==> src/rtl/count_tick_ctrl.sv <==
// count_tick_ctrl: run/pause + clear control ahead of the two-digit counter.
// Debounces both push-buttons, keeps a RUN/STOP state, divides the base clock
// into a one-cycle enable pulse and emits a one-cycle clear pulse.
// Optional macro: COUNT_TICK_AUTO_START_EN -- state resets to RUN instead of STOP.

// Per-button lane: 2-flop synchronizer, level debouncer, rising-edge press detect.
module count_tick_debounce #(
  parameter int DEBOUNCE_CYCLES = 1_000_000
) (
  input  logic clk,
  input  logic rst_n,
  input  logic i_raw,
  output logic o_press
);
  localparam int DCW = (DEBOUNCE_CYCLES > 1) ? $clog2(DEBOUNCE_CYCLES) : 1;

  logic [1:0]     r_sync;
  logic           r_db;
  logic           r_db_q;
  logic [DCW-1:0] r_dc;

  // Synchronize, then accept a new level only after it held DEBOUNCE_CYCLES samples.
  always_ff @(posedge clk or negedge rst_n) begin
    if (!rst_n) begin
      r_sync <= '0;
      r_db   <= 1'b0;
      r_db_q <= 1'b0;
      r_dc   <= '0;
    end else begin
      r_sync <= {r_sync[0], i_raw};
      r_db_q <= r_db;
      if (r_sync[1] == r_db) begin
        r_dc <= '0;
      end else if (r_dc == DCW'(DEBOUNCE_CYCLES - 1)) begin
        r_db <= r_sync[1];
        r_dc <= '0;
      end else begin
        r_dc <= r_dc + 1'b1;
      end
    end
  end

  // Press is the accepted rising edge only; releases are ignored.
  assign o_press = r_db & ~r_db_q;
endmodule

module count_tick_ctrl #(
  parameter int TICK_DIV        = 50_000_000,
  parameter int DEBOUNCE_CYCLES = 1_000_000
) (
  input  logic clk,
  input  logic reset,
  input  logic btn_run,
  input  logic btn_clr,
  output logic enable,
  output logic clear,
  output logic running
);
  localparam int NUM_BTN = 2;
  localparam int BTN_RUN = 0;
  localparam int BTN_CLR = 1;
  localparam int PW      = (TICK_DIV > 1) ? $clog2(TICK_DIV) : 1;

  typedef enum logic {
    ST_STOP = 1'b0,
    ST_RUN  = 1'b1
  } state_t;

`ifdef COUNT_TICK_AUTO_START_EN
  localparam state_t ST_RESET = ST_RUN;
`else
  localparam state_t ST_RESET = ST_STOP;
`endif

  logic [NUM_BTN-1:0] w_btn_raw;
  logic [NUM_BTN-1:0] w_press;
  logic               w_run_press;
  logic               w_clr_press;
  state_t             r_state;
  state_t             w_state_nxt;
  logic [PW-1:0]      r_pc;
  logic               r_enable;
  logic               r_clear;

  assign w_btn_raw = {btn_clr, btn_run};

  count_tick_debounce #(
    .DEBOUNCE_CYCLES(DEBOUNCE_CYCLES)
  ) u_db [NUM_BTN-1:0] (
    .clk    (clk),
    .rst_n  (reset),
    .i_raw  (w_btn_raw),
    .o_press(w_press)
  );

  assign w_run_press = w_press[BTN_RUN];
  assign w_clr_press = w_press[BTN_CLR];

  // State register.
  always_ff @(posedge clk or negedge reset) begin
    if (!reset) r_state <= ST_RESET;
    else        r_state <= w_state_nxt;
  end

  // Next state: clear forces STOP and beats a simultaneous run press.
  always_comb begin
    w_state_nxt = r_state;
    if (w_clr_press) begin
      w_state_nxt = ST_STOP;
    end else if (w_run_press) begin
      w_state_nxt = (r_state == ST_RUN) ? ST_STOP : ST_RUN;
    end
  end

  // Prescaler advances for every cycle spent in RUN, so a pause keeps the
  // partial interval; a stop on the wrap edge leaves pc at TICK_DIV-1 and the
  // suppressed tick fires in the first cycle of the next RUN.
  always_ff @(posedge clk or negedge reset) begin
    if (!reset) begin
      r_pc     <= '0;
      r_enable <= 1'b0;
      r_clear  <= 1'b0;
    end else begin
      r_clear  <= w_clr_press;
      r_enable <= 1'b0;
      if (w_clr_press) begin
        r_pc <= '0;
      end else if (w_state_nxt == ST_RUN) begin
        if (r_pc == PW'(TICK_DIV - 1)) begin
          r_pc     <= '0;
          r_enable <= 1'b1;
        end else begin
          r_pc <= r_pc + 1'b1;
        end
      end
    end
  end

  assign enable  = r_enable;
  assign clear   = r_clear;
  assign running = (r_state == ST_RUN);
endmodule

==> config.mk <==
export PLATFORM = sky130hd
export DESIGN_NAME = count_tick_ctrl
export DESIGN_NICKNAME = d
export VERILOG_FILES = /design/src/rtl/count_tick_ctrl.sv
export SDC_FILE = /design/constraint.sdc
export NUM_CORES = 1
export LEC_CHECK = 0
export CAP_MARGIN = 20
export CORE_ASPECT_RATIO = 0.5
export CORE_MARGIN = 3
export CORE_UTILIZATION = 60
export CTS_BUF_LIST = sky130_fd_sc_hd__clkbuf_16
export DETAILED_ROUTE_END_ITERATION = 7
export HOLD_SLACK_MARGIN = 0.15
export PLACE_DENSITY = 0.8
export SLEW_MARGIN = 20
export SYNTH_ARGS = -nofsm -noshare
export SYNTH_HDL_FRONTEND = slang
export SYNTH_SLANG_ARGS = --single-unit
==> constraint.sdc <==
create_clock -name clk -period 2.3 [get_ports clk]
set_input_delay 0.575 -clock clk [delete_from_list [all_inputs] [get_ports clk]]
set_output_delay 0.575 -clock clk [all_outputs]
set_load 0.05 [all_outputs]
* Word-level counts from Yosys, hierarchy flattened
Cells that the tools add are included.
** Storage, ports and cells
- Register bits :: 77
- Latch bits :: 0
- RAM bits :: 0
- Bits in read-only memories :: 0
- Input port bits :: 4
- Output and inout bits :: 3
- Word-level logic and storage cells :: 42
- Memories kept :: 0
** Cells by class
- $add $sub $neg :: 3
- Multipliers :: 0
- Div/mod/pow operators :: 0
- Magnitude comparators :: 0
- Eq/ne operators :: 5
- Shifts and indexed selects :: 0
- Multiplexer cells :: 13
- Bitwise gates (word level) :: 6
- Reduce and logical (&&, ||, !) cells :: 3
** Operators with widths (number)
- two-way mux 20 bit :: 4
- two-way mux 26 bit :: 3
- adder 20 x 1 -> 20 bit, second input constant :: 2
- equality test 20 bit, second input constant :: 2
- adder 26 x 1 -> 26 bit, second input constant :: 1
- equality test 26 bit, second input constant :: 1
- two-way mux 1 bit :: 6
- NOT 1 bit :: 4
- AND reduction 2 bit :: 2
- bitwise AND 1 bit :: 2
- equality test 1 bit :: 2
- nonzero test 2 bit :: 1

* Longest topological paths before layout
Gate-level depths: netlist (run 1).
- Depth after elaboration :: 6
- Gate-level depth with buffers :: 8
- Depth with buffers taken out :: 6

* Modules after synthesis
From an unflattened synthesis (run 1), not the netlist that was laid out.
** Unflattened totals
- Cell total of the unflattened synthesis :: 427
- Area, all modules :: 4112.7 µm²
** Modules (own cells, without submodules)
- count_tick_debounce :: instances 2, cells an instance 110, area an instance 1146.1 µm², seq. area each 600.6 µm²
- count_tick_ctrl :: instances 1, cells an instance 207, area an instance 1820.5 µm², seq. area each 725.7 µm²

* Worst setup path before layout (run 1)
OpenSTA, ideal clock, no wires.
- Path type :: register to register
- From :: register r_pc[16]
- To :: register r_pc[16]
- Library setup time :: 124 ps
- Arrival time :: 1881 ps
- Data required time :: 2176 ps
- Path slack :: 295 ps
- Cell stages (with the launch flop) :: 8
- Buffers on the path :: 2
- Clock period less this slack :: 2005 ps
- Cell sequence :: dfrtp_1 > or4b_4 > nor4_4 > a211oi_2 > buf_6 > buf_6 > a32oi_1 > nand2_1
** On the way
- Word-level cells in the longest chain between the ends :: 4
- Elaborated cells on any way between the ends :: 5
- Those cells by class :: add/sub: 1; eq/ne: 1; mux: 3
** Ends and longest elaborated chain
- from (decl) :: RTL line 81 : logic [PW-1:0] r_pc;
- from (signal assigned) :: RTL line 133 : r_pc <= r_pc + 1'b1;
- adder 26 x 1 -> 26 bit / equality test 26 bit (equally long branches) :: RTL line 133, 129
- two-way mux 26 bit (*) :: RTL line 129 : if (r_pc == PW'(TICK_DIV - 1)) begin
- two-way mux 26 bit (*) :: RTL line 128 : end else if (w_state_nxt == ST_RUN) begin
- two-way mux 26 bit (*) :: RTL line 126 : if (w_clr_press) begin
Mark *: on every way between the ends. The rest lies on a longest branch, timed or not. The select of a mux whose other input is x is not followed.
A chain may end at the register's enable or synchronous reset.

* Final worst setup path (run 1)
- From :: register r_pc[0]
- To :: register r_pc[22]
The elaborated chain is that of the path after synthesis.

==> results of run 1 <==
## layout make-up
cell class / instances / area, um^2 / share of cell area [%]
Clock inverter: 7 / 81.3 / 1.89
Multi-Input combinational cell: 291 / 1770 / 41.2
Clock buffer: 9 / 225 / 5.23
Sequential cell: 77 / 1930 / 44.7
Inverter: 7 / 26.3 / 0.610
Tap cell: 84 / 105 / 2.44
Timing Repair Buffer: 19 / 168 / 3.89
## logic make-up after synthesis
group,Yosys count,synth area share [%]
simple gates,194,26.5
mux,4,1.15
buf+inv,23,2.96
xor+xnor,40,9.22
flops,77,50.7
fa+ha+maj,3,0.988
compound gates,50,8.43
## flip-flops by register name, indices dropped and copies added, names as in the netlist
register	cells
clear	1
enable	1
r_pc	26
running	1
u_db.r_db	2
u_db.r_db_q	2
u_db.r_dc	40
u_db.r_sync	4
## metrics by stage
stage | total power, uW | area (um^2) | instances
floorplan | 1420 | 3800 | 391
global placement | 1460 | 3990 | 478
detailed placement | 1470 | 3990 | 478
CTS | 2930 | 4300 | 494
global route | 3020 | 4310 | 494
finish | 2910 | 4310 | 494
## critical path, stage by stage, from the launching register on
cell and delay (ns):
dfrtp_1 0.43, ha_1 0.26, nand3_1 0.19, nor4_2 0.09
buf_4 0.15, a211oi_4 0.38, buf_4 0.26, a41oi_1 0.13
a31oi_1 0.17
## report_power, final
part | switching (uW) | leakage (uW) | internal (uW)
Sequential | 9.27 | 0.00106 | 1370
Combinational | 46.6 | 0.000658 | 19.2
Clock | 534 | 0.000155 | 934
Total | 590 | 0.00188 | 2320
## cells in the mapped netlist (2+ instances only)
cell type	instances	area share (%)
nand2_1	42	4.1
nor2_1	52	5.1
buf_6	3	0.89
nor3_1	5	0.66
a21oi_1	12	1.6
or4_1	2	0.40
o21ai_0	9	1.2
and4_1	7	1.6
clkbuf_1	12	1.2
and3_1	11	1.8
ha_1	3	0.99
and2_1	2	0.33
xor2_1	28	6.5
mux2_2	3	0.89
nand2b_1	4	0.66
nor2b_1	4	0.66
inv_1	7	0.69
a31oi_1	18	3.0
nor4_1	12	2.0
dfrtp_1	77	51
nand4_1	20	3.3
xnor2_1	12	2.8
o31a_2	3	0.79
nand3_1	21	2.8
nor4b_1	3	0.69
## worst min-delay path by stage
stage	startpoint	endpoint
after CTS	reset	r_pc[20]
after global routing	reset	r_pc[23]
after global placement	u_db[0].r_sync[0]	u_db[0].r_sync[1]
after floorplan	reset	clear
final	reset	r_pc[23]
after detailed placement	u_db[0].r_sync[0]	u_db[0].r_sync[1]
## metal layers
layer / vias up / routed length, um / track usage, % / share of wire [%]
li1: 1422 / - / - / -
met1: 1471 / 3620 / 30.9 / 45
met5: - / 0 / 0 / 0
met3: 11 / 446 / 8.25 / 5.5
met2: 105 / 3900 / 37.5 / 48
met4: 0 / 86 / 7.94 / 1.1
==> qor.yml, run 1 <==
hold_path:
  hold_class: "in -> async"
routing:
  avgRoutedWirePerCell_um: 16.3
  drt-initial-drc-count: 354
  drt-total-wl_mm: 8.06
  drc: 0
  ant_nets: 0
  viasPerCell: 6.09
  dr.pass1.iters: 5
  vias: 3009
synth:
  ys_seq_area_share_pct: 50.7
  async_flop_share_pct: 100
  synth_edf_count: 0
  syn-cell-area_um2: 3800
  yosys_register_bits: 77
  yosysUniqueCellTypes: 44
  ys.flop_type: "dfrtp_1"
  ys_warn_count: 0
  syn_inst: 391
  synth_nets: 398
  avgSynthCellArea_um2: 9.72
floorplan:
  num_rows: 19
  core-area_um2: 5800
  die_w_um: 119
  dieArea_um2: 7380
  ios: 7
  start_util_pct: 65.5
  die_y_um: 62.3
clock_tree:
  holdBufCountCts: 0
  cts_buffers: 9
  cts_tree: "built"
  cts_root_buf: "clkbuf_16"
  path_clk_slew_ns: 0.06
  clk_latency_ns: 0.34
  cts_resized: 0
  clock_path_buffers: 2
  cts_setup_buffers: 0
  htree_levels: 3
  clkSinkCount: 77
place:
  place_ws_ns: 0.183
  routabilityCongestion: 0.844
  numPortBuffers: 6
  hpwl_mm: 5.14
worst_setup_path:
  crit_type: "reg -> reg"
  cp-endpoint: "r_pc[22]"
  cp_max_fo: 13
  critPathRequiredTime_ns: 2.55
  crit_start: "r_pc[0]"
  ff2ff_setup_slack_ns: 0.16
  rr_worst_depth: 8
  cp-start-kind: "register"
  r2r_start: "r_pc[0]"
  critical_path_arrival_ns: 2.39
  r2r-end: "r_pc[22]"
  worstSetupEndpointType: "register"
layout:
  layout_commonest_cell: "dfrtp_1"
  syn2layout_area_growth_pct: 13.3
  nets: 412
  utilization_pct: 74.2
  layout_common_cells: "dfrtp_1, nor2_1, nand2_1"
  antenna_cells: 0
  drive_above_1_share_pct: 10.0
  fillers: 384
timing:
  min_period_ns: 2.14
  fin_hold_ws_ns: 0.170
  fin_crit_sh_pct: 93.0
  drv_slew: 0
  finalClockSkew_ns: 0.00838
  fin_setup_tns_ns: 0
  relSlewSlack_pct: 58.6
  setup_ws_ns: 0.161
  max_freq_mhz: 468
  finalSetupViolCount: 0
  rsz0062_at_grt: "no"
  hold_viol: 0
  worstMarginPinSlew_ns: 0.622
global_routing:
  grt_first_pass_wirelength_mm: 14.2
  grt_max_degree: 48
  grt_pass1_vias: 3026
  overflow: 0
  antenna_found_initial: 0
  grt.total_usage_pct: 23.7
run_status:
  status: "finished clean"
pwr:
  p_leak_uw: 0.00188
  pwr_density_cell_nw_per_um2: 676
  irDropWorstVdd_mv: 0.533
flow_run:
  maxCapViolations: 0
Note: power is estimated with default switching activity, not from simulation.
==> run 2: changes to the inputs <==
--- a/config.mk
+++ b/config.mk
@@ -6,13 +6,15 @@
 export NUM_CORES = 1
 export LEC_CHECK = 0
 export CAP_MARGIN = 20
+export CELL_PAD_IN_SITES_DETAIL_PLACEMENT = 2
+export CELL_PAD_IN_SITES_GLOBAL_PLACEMENT = 2
 export CORE_ASPECT_RATIO = 0.5
 export CORE_MARGIN = 3
-export CORE_UTILIZATION = 60
+export CORE_UTILIZATION = 40
 export CTS_BUF_LIST = sky130_fd_sc_hd__clkbuf_16
 export DETAILED_ROUTE_END_ITERATION = 7
 export HOLD_SLACK_MARGIN = 0.15
-export PLACE_DENSITY = 0.8
+export PLACE_DENSITY = 0.81
 export SLEW_MARGIN = 20
 export SYNTH_ARGS = -nofsm -noshare
 export SYNTH_HDL_FRONTEND = slang
==> qor.yml, run 2 (same netlist as run 1, synthesis figures left out) <==
run_status:
  status: "finished clean"
routing:
  viasPerCell: 5.74
  drc: 0
  ant_nets: 0
  drt-total-wl_mm: 11.2
  dr.pass1.iters: 4
  vias: 3120
  avgRoutedWirePerCell_um: 20.6
  drt-initial-drc-count: 141
layout:
  nets: 429
  layout_common_cells: "dfrtp_1, nor2_1, nand2_1"
  final_design_area_no_fill_um2: 4490
  antenna_cells: 0
  fillers: 933
  largest_reg_flops: 40
  top_register: "u_db.r_dc"
  syn2layout_area_growth_pct: 18.1
  drive_above_1_share_pct: 13.3
  layout_commonest_cell: "dfrtp_1"
  reg.largest.list: "u_db.r_dc: 40 flops, r_pc: 26 flops, u_db.r_sync: 4 flops"
timing:
  max_freq_mhz: 451
  worstMarginPinSlew_ns: 0.723
  relSlewSlack_pct: 51.5
  drv_slew: 0
  finalClockSkew_ns: 0.00582
  rsz0062_at_grt: "yes"
  fin_setup_tns_ns: 0
  finalSetupViolCount: 0
  min_period_ns: 2.22
  fin_crit_sh_pct: 96.4
  hold_viol: 0
worst_setup_path:
  crit_type: "reg -> reg"
  cp_max_fo: 15
  critPathRequiredTime_ns: 2.50
  worstSetupEndpointType: "register"
  ff2ff_setup_slack_ns: 0.08
  cp-start-kind: "register"
  critical_path_arrival_ns: 2.42
pwr:
  p_switching_uw: 632
  seqPwrFrac_pct: 46.6
  pwr_density_cell_nw_per_um2: 659
  p_leak_uw: 0.00197
  p_sw_share_pct: 21.4
  p_int_uw: 2320
  power_frac_clock_pct: 51.0
  p_comb_share_pct: 2.4
  irDropWorstVdd_mv: 0.345
global_routing:
  grt_first_pass_wirelength_mm: 18.7
  antenna_found_initial: 0
  overflow: 0
  grt_max_degree: 65
  grt_pass1_vias: 3458
  grt.total_usage_pct: 22.6
clock_tree:
  path_clk_slew_ns: 0.06
  cts_root_buf: "clkbuf_16"
  clk_latency_ns: 0.34
  cts_tree: "built"
  clock_path_buffers: 2
  clkSinkCount: 77
  cts_buffers: 9
  htree_levels: 3
  cts_setup_buffers: 0
flow_run:
  maxCapViolations: 0
floorplan:
  die_w_um: 144
  dieArea_um2: 10800
  core-area_um2: 8980
  ios: 7
  die_y_um: 74.9
  num_rows: 24
  start_util_pct: 42.3
place:
  routabilityCongestion: 0.839
  numPortBuffers: 6
  hpwl_mm: 7.53
  placed_cell_area_um2: 4170
hold_path:
  hold_class: "reg -> reg"
run 2: path summary, 6_finish.rpt:
kind,depth (start not counted),startpoint,endpoint
max reg2reg,7,r_pc[10],r_pc[13]
min reg2reg,0,u_db[1].r_sync[0],u_db[1].r_sync[1]
min,0,u_db[1].r_sync[0],u_db[1].r_sync[1]
max in group asynchronous,3,reset,r_pc[22]
max,7,r_pc[10],r_pc[13]
min in group asynchronous,2,reset,u_db[0].r_dc[14]
run 2: final cells by class:
type	count	area, um^2	share of cell area, %
Clock buffer	9	225	5.02
Sequential cell	77	1930	42.9
Multi-Input combinational cell	291	1770	39.5
Tap cell	117	146	3.26
Inverter	7	26.3	0.586
Clock inverter	7	81.3	1.81
Timing Repair Buffer	36	310	6.92
run 2: metrics by stage:
stage          hold slack [ns]  cells  utilization, %  total power [uW]  worst slack (ns)
6_report                 0.353    544            50.0              2960            0.0820
4_1_cts                  0.356    544            49.9              2980            0.0313
3_5_place_dp             0.336    527            46.4              1470            0.0895
5_1_grt                  0.374    544            50.0              3050           -0.0199
3_3_place_gp             0.335    527            46.4              1470             0.184
2_1_floorplan            0.279    391               -              1420             0.295
run 2: repair_timing:
item / 4_1_cts / 5_1_grt
hold buffers: 1 / 0
resized for setup: 0 / 1
setup endpoints to repair: 0 / 6
endpoints found under the hold margin: 13 / 0
run 2: power by group through the flow:
stage	Sequential [uW]	Clock (uW)	Combinational, uW
floorplan	1400	0	26.3
global placement	1400	0	69.2
finish	1380	1510	71.5
global route	1380	1590	84.5
CTS	1380	1530	75.0
detailed placement	1400	0	72.7
run 2: metal layers:
metal	GRT usage [%]	part of all wire [%]
met4	6.89	1.6
met3	4.89	1.9
met5	0	0
met1	26.7	44
met2	42.1	52
run 2: worst max-delay path, cell delays in order, from the launching register on:
cell and delay (ns):
dfrtp_1 0.37, or4_1 0.58, nor4_4 0.31, a211oi_4 0.17, buf_12 0.20, buf_4 0.15, a31oi_1 0.21, a31oi_1 0.08
